### config.mk
export PLATFORM = sky130hd
export DESIGN_NAME = mul_disp_ctrl_flat
export DESIGN_NICKNAME = d
export VERILOG_FILES = /design/src/rtl/mul_disp_ctrl_if.sv /design/src/rtl/mul_disp_ctrl.sv /design/src/flat_wrapper.sv
export SDC_FILE = /design/constraint.sdc
export NUM_CORES = 1
export LEC_CHECK = 0
export BUFFER_PORTS_ARGS = -buffer_cell sky130_fd_sc_hd__buf_2
export CORE_AREA = 2 2 116 118
export DETAILED_ROUTE_END_ITERATION = 8
export DIE_AREA = 0 0 118 120
export PLACE_DENSITY = 0.81
export SLEW_MARGIN = 30
export SYNTH_ARGS = -nofsm -noshare
export SYNTH_HDL_FRONTEND = slang
export SYNTH_SLANG_ARGS = --single-unit
### constraint.sdc
create_clock -name clk -period 6.5 [get_ports clk]
set_clock_uncertainty 0.05 [all_clocks]
set_input_delay 0.325 -clock clk [delete_from_list [all_inputs] [get_ports clk]]
set_output_delay 0.325 -clock clk [all_outputs]
set_load 0.03 [all_outputs]
### src/rtl/mul_disp_ctrl_if.sv
// Handshake and display bus between the multiply/display controller and its host.
interface mul_disp_ctrl_if;
   logic        start;
   logic [7:0]  ina;
   logic [7:0]  inb;
   logic        busy;
   logic        done;
   logic [15:0] product;
   logic [19:0] bcd;
   logic [6:0]  seg;
   logic [4:0]  dig_sel;

   modport master (
      output start, ina, inb,
      input  busy, done, product, bcd, seg, dig_sel
   );

   modport slave (
      input  start, ina, inb,
      output busy, done, product, bcd, seg, dig_sel
   );
endinterface

### src/rtl/mul_disp_ctrl.sv
// 8x8 shift-add multiplier, double-dabble BCD conversion and 5-digit multiplexed 7-segment scan.
// Optional leading-zero blanking is enabled by defining MUL_DISP_LZB_EN.
//
// state | meaning
// IDLE  | no result yet since reset, display dark, waiting for start
// MUL   | 8 shift-add steps, LSB of operand B first
// BCD   | load step, then 16 double-dabble iterations; commit on the last one
// SHOW  | scanning the committed result, start launches a new computation
module mul_disp_ctrl #(
   parameter int SCAN_DIV = 50000
) (
   input logic           clk,
   input logic           rst_n,
   mul_disp_ctrl_if.slave bus
);

   localparam int DIV_W = $clog2(SCAN_DIV);
   localparam logic [DIV_W-1:0] DIV_LAST = DIV_W'(SCAN_DIV - 1);

   typedef enum logic [1:0] {IDLE, MUL, BCD, SHOW} state_t;

   state_t      state_q, state_d;
   logic [4:0]  cnt_q, cnt_d;
   logic [15:0] acc_q, acc_d;
   logic [15:0] mcand_q, mcand_d;
   logic [7:0]  mplier_q, mplier_d;
   logic [35:0] dd_q, dd_d;
   logic        commit;

   logic [15:0] prod_q;
   logic [19:0] bcd_q;
   logic        done_q;
   logic        disp_en_q;
   logic [DIV_W-1:0] div_q, div_n;
   logic [2:0]  idx_q, idx_n;
   logic [6:0]  seg_q, seg_n;
   logic [4:0]  dig_q, dig_n;
   logic [19:0] bcd_n;
   logic        en_n;
   logic [3:0]  digit;
   logic        blank;

   function automatic logic [35:0] dabble(input logic [35:0] v);
      logic [35:0] t;
      t = v;
      for (int k = 0; k < 5; k++) begin
         if (t[16 + 4*k +: 4] >= 4'd5)
            t[16 + 4*k +: 4] = t[16 + 4*k +: 4] + 4'd3;
      end
      return t << 1;
   endfunction

   function automatic logic [6:0] seg_of(input logic [3:0] d);
      logic [6:0] s;
      case (d)
         4'd0:    s = 7'b0111111;
         4'd1:    s = 7'b0000110;
         4'd2:    s = 7'b1011011;
         4'd3:    s = 7'b1001111;
         4'd4:    s = 7'b1100110;
         4'd5:    s = 7'b1101101;
         4'd6:    s = 7'b1111101;
         4'd7:    s = 7'b0000111;
         4'd8:    s = 7'b1111111;
         4'd9:    s = 7'b1101111;
         default: s = 7'b0000000;
      endcase
      return s;
   endfunction

   always_ff @(posedge clk) begin
      if (!rst_n) begin
         state_q  <= IDLE;
         cnt_q    <= '0;
         acc_q    <= '0;
         mcand_q  <= '0;
         mplier_q <= '0;
         dd_q     <= '0;
      end else begin
         state_q  <= state_d;
         cnt_q    <= cnt_d;
         acc_q    <= acc_d;
         mcand_q  <= mcand_d;
         mplier_q <= mplier_d;
         dd_q     <= dd_d;
      end
   end

   always_comb begin
      state_d  = state_q;
      cnt_d    = cnt_q;
      acc_d    = acc_q;
      mcand_d  = mcand_q;
      mplier_d = mplier_q;
      dd_d     = dd_q;
      commit   = 1'b0;
      case (state_q)
         IDLE, SHOW: begin
            if (bus.start) begin
               acc_d    = '0;
               mcand_d  = {8'd0, bus.ina};
               mplier_d = bus.inb;
               cnt_d    = '0;
               state_d  = MUL;
            end
         end
         MUL: begin
            if (mplier_q[0])
               acc_d = acc_q + mcand_q;
            mcand_d  = mcand_q << 1;
            mplier_d = mplier_q >> 1;
            cnt_d    = cnt_q + 5'd1;
            if (cnt_q == 5'd7) begin
               cnt_d   = '0;
               state_d = BCD;
            end
         end
         BCD: begin
            // Step 0 loads the binary product; steps 1..16 are the dabble iterations.
            if (cnt_q == 5'd0) begin
               dd_d = {20'd0, acc_q};
            end else begin
               dd_d = dabble(dd_q);
            end
            cnt_d = cnt_q + 5'd1;
            if (cnt_q == 5'd16) begin
               commit  = 1'b1;
               cnt_d   = '0;
               state_d = SHOW;
            end
         end
         default: state_d = IDLE;
      endcase
   end

   always_comb begin
      div_n = div_q + DIV_W'(1);
      idx_n = idx_q;
      if (div_q == DIV_LAST) begin
         div_n = '0;
         idx_n = (idx_q == 3'd4) ? 3'd0 : idx_q + 3'd1;
      end
      bcd_n = commit ? dd_d[35:16] : bcd_q;
      en_n  = disp_en_q | commit;
      case (idx_n)
         3'd1:    digit = bcd_n[7:4];
         3'd2:    digit = bcd_n[11:8];
         3'd3:    digit = bcd_n[15:12];
         3'd4:    digit = bcd_n[19:16];
         default: digit = bcd_n[3:0];
      endcase
`ifdef MUL_DISP_LZB_EN
      blank = (idx_n != 3'd0) && ((bcd_n >> {idx_n, 2'b00}) == 20'd0);
`else
      blank = 1'b0;
`endif
      seg_n = '0;
      dig_n = '0;
      if (en_n) begin
         dig_n = 5'b00001 << idx_n;
         seg_n = blank ? 7'b0000000 : seg_of(digit);
      end
   end

   // Scan runs from the value committed on this same edge, so display and result switch together.
   always_ff @(posedge clk) begin
      if (!rst_n) begin
         prod_q    <= '0;
         bcd_q     <= '0;
         done_q    <= 1'b0;
         disp_en_q <= 1'b0;
         div_q     <= '0;
         idx_q     <= '0;
         seg_q     <= '0;
         dig_q     <= '0;
      end else begin
         done_q    <= commit;
         disp_en_q <= en_n;
         div_q     <= div_n;
         idx_q     <= idx_n;
         seg_q     <= seg_n;
         dig_q     <= dig_n;
         bcd_q     <= bcd_n;
         if (commit)
            prod_q <= acc_q;
      end
   end

   assign bus.busy    = (state_q == MUL) || (state_q == BCD);
   assign bus.done    = done_q;
   assign bus.product = prod_q;
   assign bus.bcd     = bcd_q;
   assign bus.seg     = seg_q;
   assign bus.dig_sel = dig_q;

endmodule

### src/flat_wrapper.sv
// flat-port wrapper written by rule: the top's interface ports become plain ports
module mul_disp_ctrl_flat 
#(
   parameter int SCAN_DIV = 50000
)
  (clk, rst_n, bus_start, bus_ina, bus_inb, bus_busy, bus_done, bus_product, bus_bcd, bus_seg, bus_dig_sel);
  mul_disp_ctrl_if bus_i ();
  input logic clk;
  input logic rst_n;
  input wire logic [$bits(bus_i.start)-1:0] bus_start;
  input wire logic [$bits(bus_i.ina)-1:0] bus_ina;
  input wire logic [$bits(bus_i.inb)-1:0] bus_inb;
  output wire logic [$bits(bus_i.busy)-1:0] bus_busy;
  output wire logic [$bits(bus_i.done)-1:0] bus_done;
  output wire logic [$bits(bus_i.product)-1:0] bus_product;
  output wire logic [$bits(bus_i.bcd)-1:0] bus_bcd;
  output wire logic [$bits(bus_i.seg)-1:0] bus_seg;
  output wire logic [$bits(bus_i.dig_sel)-1:0] bus_dig_sel;
  assign bus_i.start = bus_start;
  assign bus_i.ina = bus_ina;
  assign bus_i.inb = bus_inb;
  assign bus_busy = bus_i.busy;
  assign bus_done = bus_i.done;
  assign bus_product = bus_i.product;
  assign bus_bcd = bus_i.bcd;
  assign bus_seg = bus_i.seg;
  assign bus_dig_sel = bus_i.dig_sel;
  mul_disp_ctrl #(.SCAN_DIV(SCAN_DIV)) u_core (.clk(clk), .rst_n(rst_n), .bus(bus_i));
endmodule
* Word level (Yosys, flattened, before mapping)
Memory sizes are Yosys's and may differ from the RTL's. A register that Yosys moved wholly into a read port is not among the register bits.
Index checks and enable logic that the tools add are counted.
** Storage, ports and cells
- Word-level logic and storage cells :: 86
- ROM bits :: 112
- Latch bits :: 0
- Output and inout port bits :: 50
- Input bits :: 19
- Memories :: 1
- Memory bits (writable) :: 0
- Register bits :: 145
** Cells by class
- Div/mod/pow operators :: 0
- Reduce and logical (&&, ||, !) cells :: 11
- Mux-type cells :: 28
- Bitwise gates (word level) :: 2
- Shift-type cells :: 1
- $add $sub $neg :: 9
- Magnitude comparators :: 5
- Multipliers :: 0
- Equal/unequal tests :: 15
** Memory list
- (name not given) :: depth 16, bits a word 7, read ports 1, clocked after memory_dff 1, write ports 0, line mul_disp_ctrl.sv:55 : case (d)
** Operators by type and width (count)
- $mux 36 :: 2
- $pmux 16 s2 :: 2
- $mux 16 :: 3
- $ge 4x3->1 const B :: 5
- $mux 20 :: 1
- $add 16x1->16 const B :: 1
- $add 16x16->16 :: 1
- $add 4x2->4 const B :: 4
- $eq 16x16->1 const B :: 1
- $mux 4 :: 4
- $pmux 4 s4 :: 1
- $pmux 8 s2 :: 1
- $mux 5 :: 3
- $pmux 5 s3 :: 1
- $mux 3 :: 3
- $mux 8 :: 1
- $eq 3x2->1 const B :: 2
- $eq 3x3->1 const B :: 2
- $mux 2 :: 3
- $ne 2x1->1 const B :: 3
- $pmux 2 s3 :: 1
- $reduce_and 3->1 :: 2
- $add 5x1->5 const B :: 1
- $eq 5x3->1 const B :: 1
- other kinds (18) :: 22

* Longest topological paths before layout
- Depth in word-level cells :: 6
- Mapped depth :: 15
- Gate-level depth less buffers :: 13

* Worst setup path before layout
OpenSTA, ideal clock, no wires.
- Kind :: reg-to-reg
- Start point :: register u_core.div_q[0]
- End point :: register u_core.seg_q[3], in the netlist u_core.bus.seg[3]
- Stages on the path, launching flop included :: 13
- Path buffers :: 1
- Arrival time :: 3.214 ns
- Path slack :: 3.172 ns
- Cells stage by stage :: dfxtp_1 ha_1 nand3_1 nand4b_4 mux2_4 buf_6 and2_0 o32a_1 a31oi_1 inv_1 ha_1 or4_1 nand3_1
** Between the ends
- Cells in the longest elaborated chain, start to end :: 4
** RTL lines
- from (decl) :: line mul_disp_ctrl.sv:34 : logic [DIV_W-1:0] div_q, div_n;
- from (signal assigned) :: line mul_disp_ctrl.sv:179 : div_q <= div_n;
- $eq 16x16->1 * :: line mul_disp_ctrl.sv:139 : if (div_q == DIV_LAST) begin
- $mux 3 * :: line mul_disp_ctrl.sv:139
- $eq 3x3->1, or another cell as far along :: line mul_disp_ctrl.sv:145 : case (idx_n)
- $pmux 4 s4 * :: line mul_disp_ctrl.sv:145
- to (decl) :: line mul_disp_ctrl.sv:36 : logic [6:0] seg_q, seg_n;
Mark *: on every way between the ends. The rest lies on a longest branch, timed or not.
A chain may end at the register's enable or synchronous reset.

* Worst setup path after layout
- Start point :: register u_core.state_q[0]
- End point :: register u_core.seg_q[3], in the netlist u_core.bus.seg[3]
** Between the ends
- Cells in the longest elaborated chain, start to end :: 5
** RTL lines
- from (decl) :: line mul_disp_ctrl.sv:22 : state_t state_q, state_d;
- from (signal assigned) :: line mul_disp_ctrl.sv:80 : state_q <= state_d;
- $eq 2x2->1 * :: line mul_disp_ctrl.sv:97 : case (state_q)
- parallel branches: the longest is 4 deep, another holds $mux 36
Every way passes the cells marked *.

==> flow_results.xml <==
<?xml version="1.0" encoding="UTF-8"?>
<metrics>
  <group name="clocking">
    <metric name="post_cts_resized" unit="">0</metric>
    <metric name="post_cts_buffers" unit="">0</metric>
    <metric name="clock_tree_from_tritoncts" unit="">yes</metric>
    <metric name="cts.root.buffer_cell" unit="">clkbuf_16</metric>
    <metric name="clock_insertion_delay_worst_skew" unit="ns">0.43</metric>
    <metric name="ctsHtreeMaxLevel" unit="">4</metric>
    <metric name="cts-hold-fix-buffers" unit="">0</metric>
    <metric name="number_of_sinks_driven_by_the_clock_tree" unit="">152</metric>
    <metric name="cts_max_path_buffers" unit="">2</metric>
    <metric name="cts.reportedPaths.clkPinSlew" unit="ns">0.06</metric>
    <metric name="cts_made_buffers" unit="">17</metric>
  </group>
  <group name="yosys">
    <metric name="synth.most_common_cell" unit="">dfxtp_1</metric>
    <metric name="mean_area_per_synthesized_cell" unit="um^2">8.66</metric>
    <metric name="ys.flop_type" unit="">dfxtp_1</metric>
    <metric name="synth-warning-count" unit="">0</metric>
    <metric name="most_instantiated_cells_after_synthesis" unit="">dfxtp_1 (152), nor2_1 (111), nand2_1 (79)</metric>
    <metric name="yosys-top-cells-area" unit="">dfxtp_1 (40%), ha_1 (6.5%), nor2_1 (5.5%)</metric>
    <metric name="synth.net_count" unit="">931</metric>
    <metric name="synthDominantCellAreaShare" unit="%">40.3</metric>
    <metric name="synth.lib_cells_used.distinct" unit="">71</metric>
    <metric name="synth_enable_flop_cells" unit="">0</metric>
    <metric name="ffs_latches_synth" unit="">152</metric>
    <metric name="async_flop_share" unit="%">0</metric>
    <metric name="yosysSeqAreaShare" unit="%">40.3</metric>
    <metric name="synth.largest_area_cell" unit="">dfxtp_1</metric>
    <metric name="netlist_area" unit="um^2">7550</metric>
    <metric name="synthesis.instances" unit="">872</metric>
  </group>
  <group name="critical_path">
    <metric name="critical_path.cell_chain" unit="">inv_1, ha_1, buf_4, inv_1, nor2_2, buf_4, a211oi_1, o32a_1, a31oi_1, inv_1, ha_1, or4_1, nand3_1</metric>
    <metric name="path_common_cell" unit="">inv_1</metric>
    <metric name="critPathKind" unit="">register to register</metric>
    <metric name="cpPeakStageDelay" unit="ns">0.52</metric>
    <metric name="critical-path-top-delay-family" unit="">buffers and inverters</metric>
    <metric name="cp_max_fo" unit="">49</metric>
    <metric name="critical_path_required" unit="ns">6.82</metric>
    <metric name="timing.critical_path.to_type" unit="">register</metric>
    <metric name="timing.critical_path.slowest_stage_cell" unit="">or4_1</metric>
    <metric name="worst-endpoint-arrival" unit="ns">4.47</metric>
    <metric name="path_buf_inv" unit="">5</metric>
    <metric name="setup.worst_path.start_class" unit="">register</metric>
  </group>
  <group name="final_layout">
    <metric name="layoutNonFillerInstCount" unit="">1109</metric>
    <metric name="antennaDiodeCount" unit="">0</metric>
    <metric name="syn_to_final_growth" unit="%">13.6</metric>
    <metric name="final_nets" unit="">979</metric>
    <metric name="final_core_utilization" unit="%">66.1</metric>
    <metric name="final_layout_size_suffix_gt1_share" unit="%">14.0</metric>
    <metric name="n_fill_cell" unit="">1087</metric>
  </group>
  <group name="sta">
    <metric name="final-max-slew-violation-count" unit="">0</metric>
    <metric name="worst-slew-pin-transition" unit="ns">0.893</metric>
    <metric name="slew-limit-headroom" unit="%">40.5</metric>
    <metric name="grt_setup_unrepaired" unit="">no</metric>
    <metric name="setup_viol" unit="">0</metric>
    <metric name="maxClockFrequency" unit="MHz">241</metric>
    <metric name="period_share" unit="%">63.8</metric>
    <metric name="timing.setup.tns" unit="ns">0</metric>
    <metric name="timing_hold_violations_final" unit="">0</metric>
    <metric name="hold_ws" unit="ns">0.0938</metric>
    <metric name="finalCriticalPeriod" unit="ns">4.15</metric>
  </group>
  <group name="status">
    <metric name="status" unit="">complete, no violations</metric>
  </group>
  <group name="placed_design">
    <metric name="post-place-cells" unit="">1077</metric>
    <metric name="portBuffers" unit="">68</metric>
    <metric name="gp_routability_congestion" unit="">0.854</metric>
    <metric name="post-dp-hpwl" unit="mm">11.4</metric>
  </group>
  <group name="detailed_routing">
    <metric name="drt-total-wl" unit="mm">16.8</metric>
    <metric name="dr_total_vias" unit="">6433</metric>
    <metric name="vias_per_cell" unit="">5.80</metric>
    <metric name="drt-pass1-iter-count" unit="">6</metric>
    <metric name="detailedRoute.firstIterationViolations" unit="">603</metric>
    <metric name="routed_wire_length_per_instance" unit="um">15.2</metric>
    <metric name="ant_nets" unit="">0</metric>
    <metric name="drc" unit="">0</metric>
  </group>
  <group name="power">
    <metric name="max-vdd-ir-drop" unit="V">0.000252</metric>
    <metric name="p_leak" unit="nW">3.58</metric>
    <metric name="power_density" unit="nW/um^2">312</metric>
    <metric name="power.total" unit="W">0.00268</metric>
  </group>
  <group name="floorplanning">
    <metric name="std_cell_rows" unit="">42</metric>
    <metric name="chipWidth" unit="um">118</metric>
    <metric name="floorplan.die.height" unit="um">120</metric>
    <metric name="starting_utilization_of_the_core_area" unit="%">58.2</metric>
    <metric name="core" unit="um^2">13000</metric>
    <metric name="design.die.area" unit="um^2">14200</metric>
    <metric name="pin_count" unit="">69</metric>
  </group>
  <group name="grt">
    <metric name="grt.total_usage" unit="%">24.4</metric>
    <metric name="grt_pass1_wl" unit="mm">28.0</metric>
    <metric name="antenna_found_initial" unit="">0</metric>
    <metric name="grt_start_max_net_pins" unit="">88</metric>
    <metric name="via_count_of_the_first_global_routing_pass" unit="">5794</metric>
    <metric name="grt_overflow" unit="">0</metric>
  </group>
  <group name="run">
    <metric name="max_cap_violations" unit="">0</metric>
  </group>
  <group name="hold_path">
    <metric name="worstHoldPathType" unit="">input pin to register</metric>
  </group>
</metrics>
[power by group]
part / switching [W] / internal [W]
sequential: 0.0000607 / 0.00102
combinational: 0.000393 / 0.000215
clock: 0.000402 / 0.000588
[worst min-delay path, cell delays in order]
cell     delay [ns]
buf_2          0.08
a22oi_1        0.06
nor2_1         0.07
[cell families after synthesis]
kind of cell	after synthesis	synth area share [%]
xor+xnor	24	2.78
buf+inv	75	4.06
mux	43	5.85
flops	152	40.3
fa+ha+maj	40	6.72
simple gates	306	19.9
compound gates	232	20.5
[final cells by class]
class / count / area (um^2) / area share [%]
Timing Repair Buffer: 74 / 385 / 4.49
Multi-Input combinational cell: 645 / 4230 / 49.2
Clock buffer: 19 / 453 / 5.28
Clock inverter: 13 / 144 / 1.68
Sequential cell: 152 / 3040 / 35.4
Inverter: 30 / 113 / 1.31
Tap cell: 176 / 220 / 2.56
[per-layer routing]
| layer | track usage, % | up-vias | part of all wire [%] |
|---|---|---|---|
| met5 | 0 | - | 0 |
| li1 | - | 3237 | - |
| met1 | 31.0 | 2991 | 46 |
| met3 | 5.18 | 28 | 4.7 |
| met2 | 40.5 | 177 | 48 |
| met4 | 9.79 | 0 | 1.8 |
[metrics by stage]
stage                     worst slack, ns  cell area (um^2)
after floorplan                      3.17              7550
final                                2.35              8590
after global routing                 2.04              8590
after CTS                            2.40              8580
after detailed placement             2.42              7990
after global placement               2.50              7980
[final timing paths]
check | startpoint | endpoint | slack [ns] | cells after the start
max | u_core.state_q[0] | u_core.bus.seg[3] | 2.35 | 13
min | bus_inb[7] | u_core.mplier_q[7] | 0.09 | 3
max reg2reg | u_core.state_q[0] | u_core.bus.seg[3] | 2.35 | 13
min reg2reg | u_core.bus.product[3] | u_core.bus.product[3] | 0.40 | 2
[layout by cell type (no fill, tap or decap), drive strengths merged, types with 5 or more instances in the layout]
cell type,synthesis,routed
dfxtp,152,152
nor2,112,112
nand2,82,82
buf,10,74
a21oi,70,70
a211oi,43,43
mux2i,40,40
ha,39,39
inv,29,32
o21ai,32,32
and2,27,27
a22oi,20,20
clkbuf,35,19
nand3,14,14
nor3,13,13
xnor2,13,13
o31ai,12,12
xor2,11,11
nand4,11,11
nand2b,9,9
o32ai,8,8
a21o,8,8
and3,8,8
or3,7,7
a31oi,5,5
nor3b,5,5
clkinv,1,5
[state kept, by name, indices dropped and copies added (netlist names), 2 cells and up]
| signal | cells |
|---|---|
| u_core.idx_q | 3 |
| u_core.div_q | 16 |
| u_core.bus.dig_sel | 5 |
| u_core.dd_q | 36 |
| u_core.state_q | 2 |
| u_core.cnt_q | 5 |
| u_core.acc_q | 16 |
| u_core.bus.bcd | 20 |
| u_core.bus.product | 16 |
| u_core.mcand_q | 16 |
| u_core.mplier_q | 8 |
| u_core.bus.seg | 7 |
(Power assumes the default switching activity.)
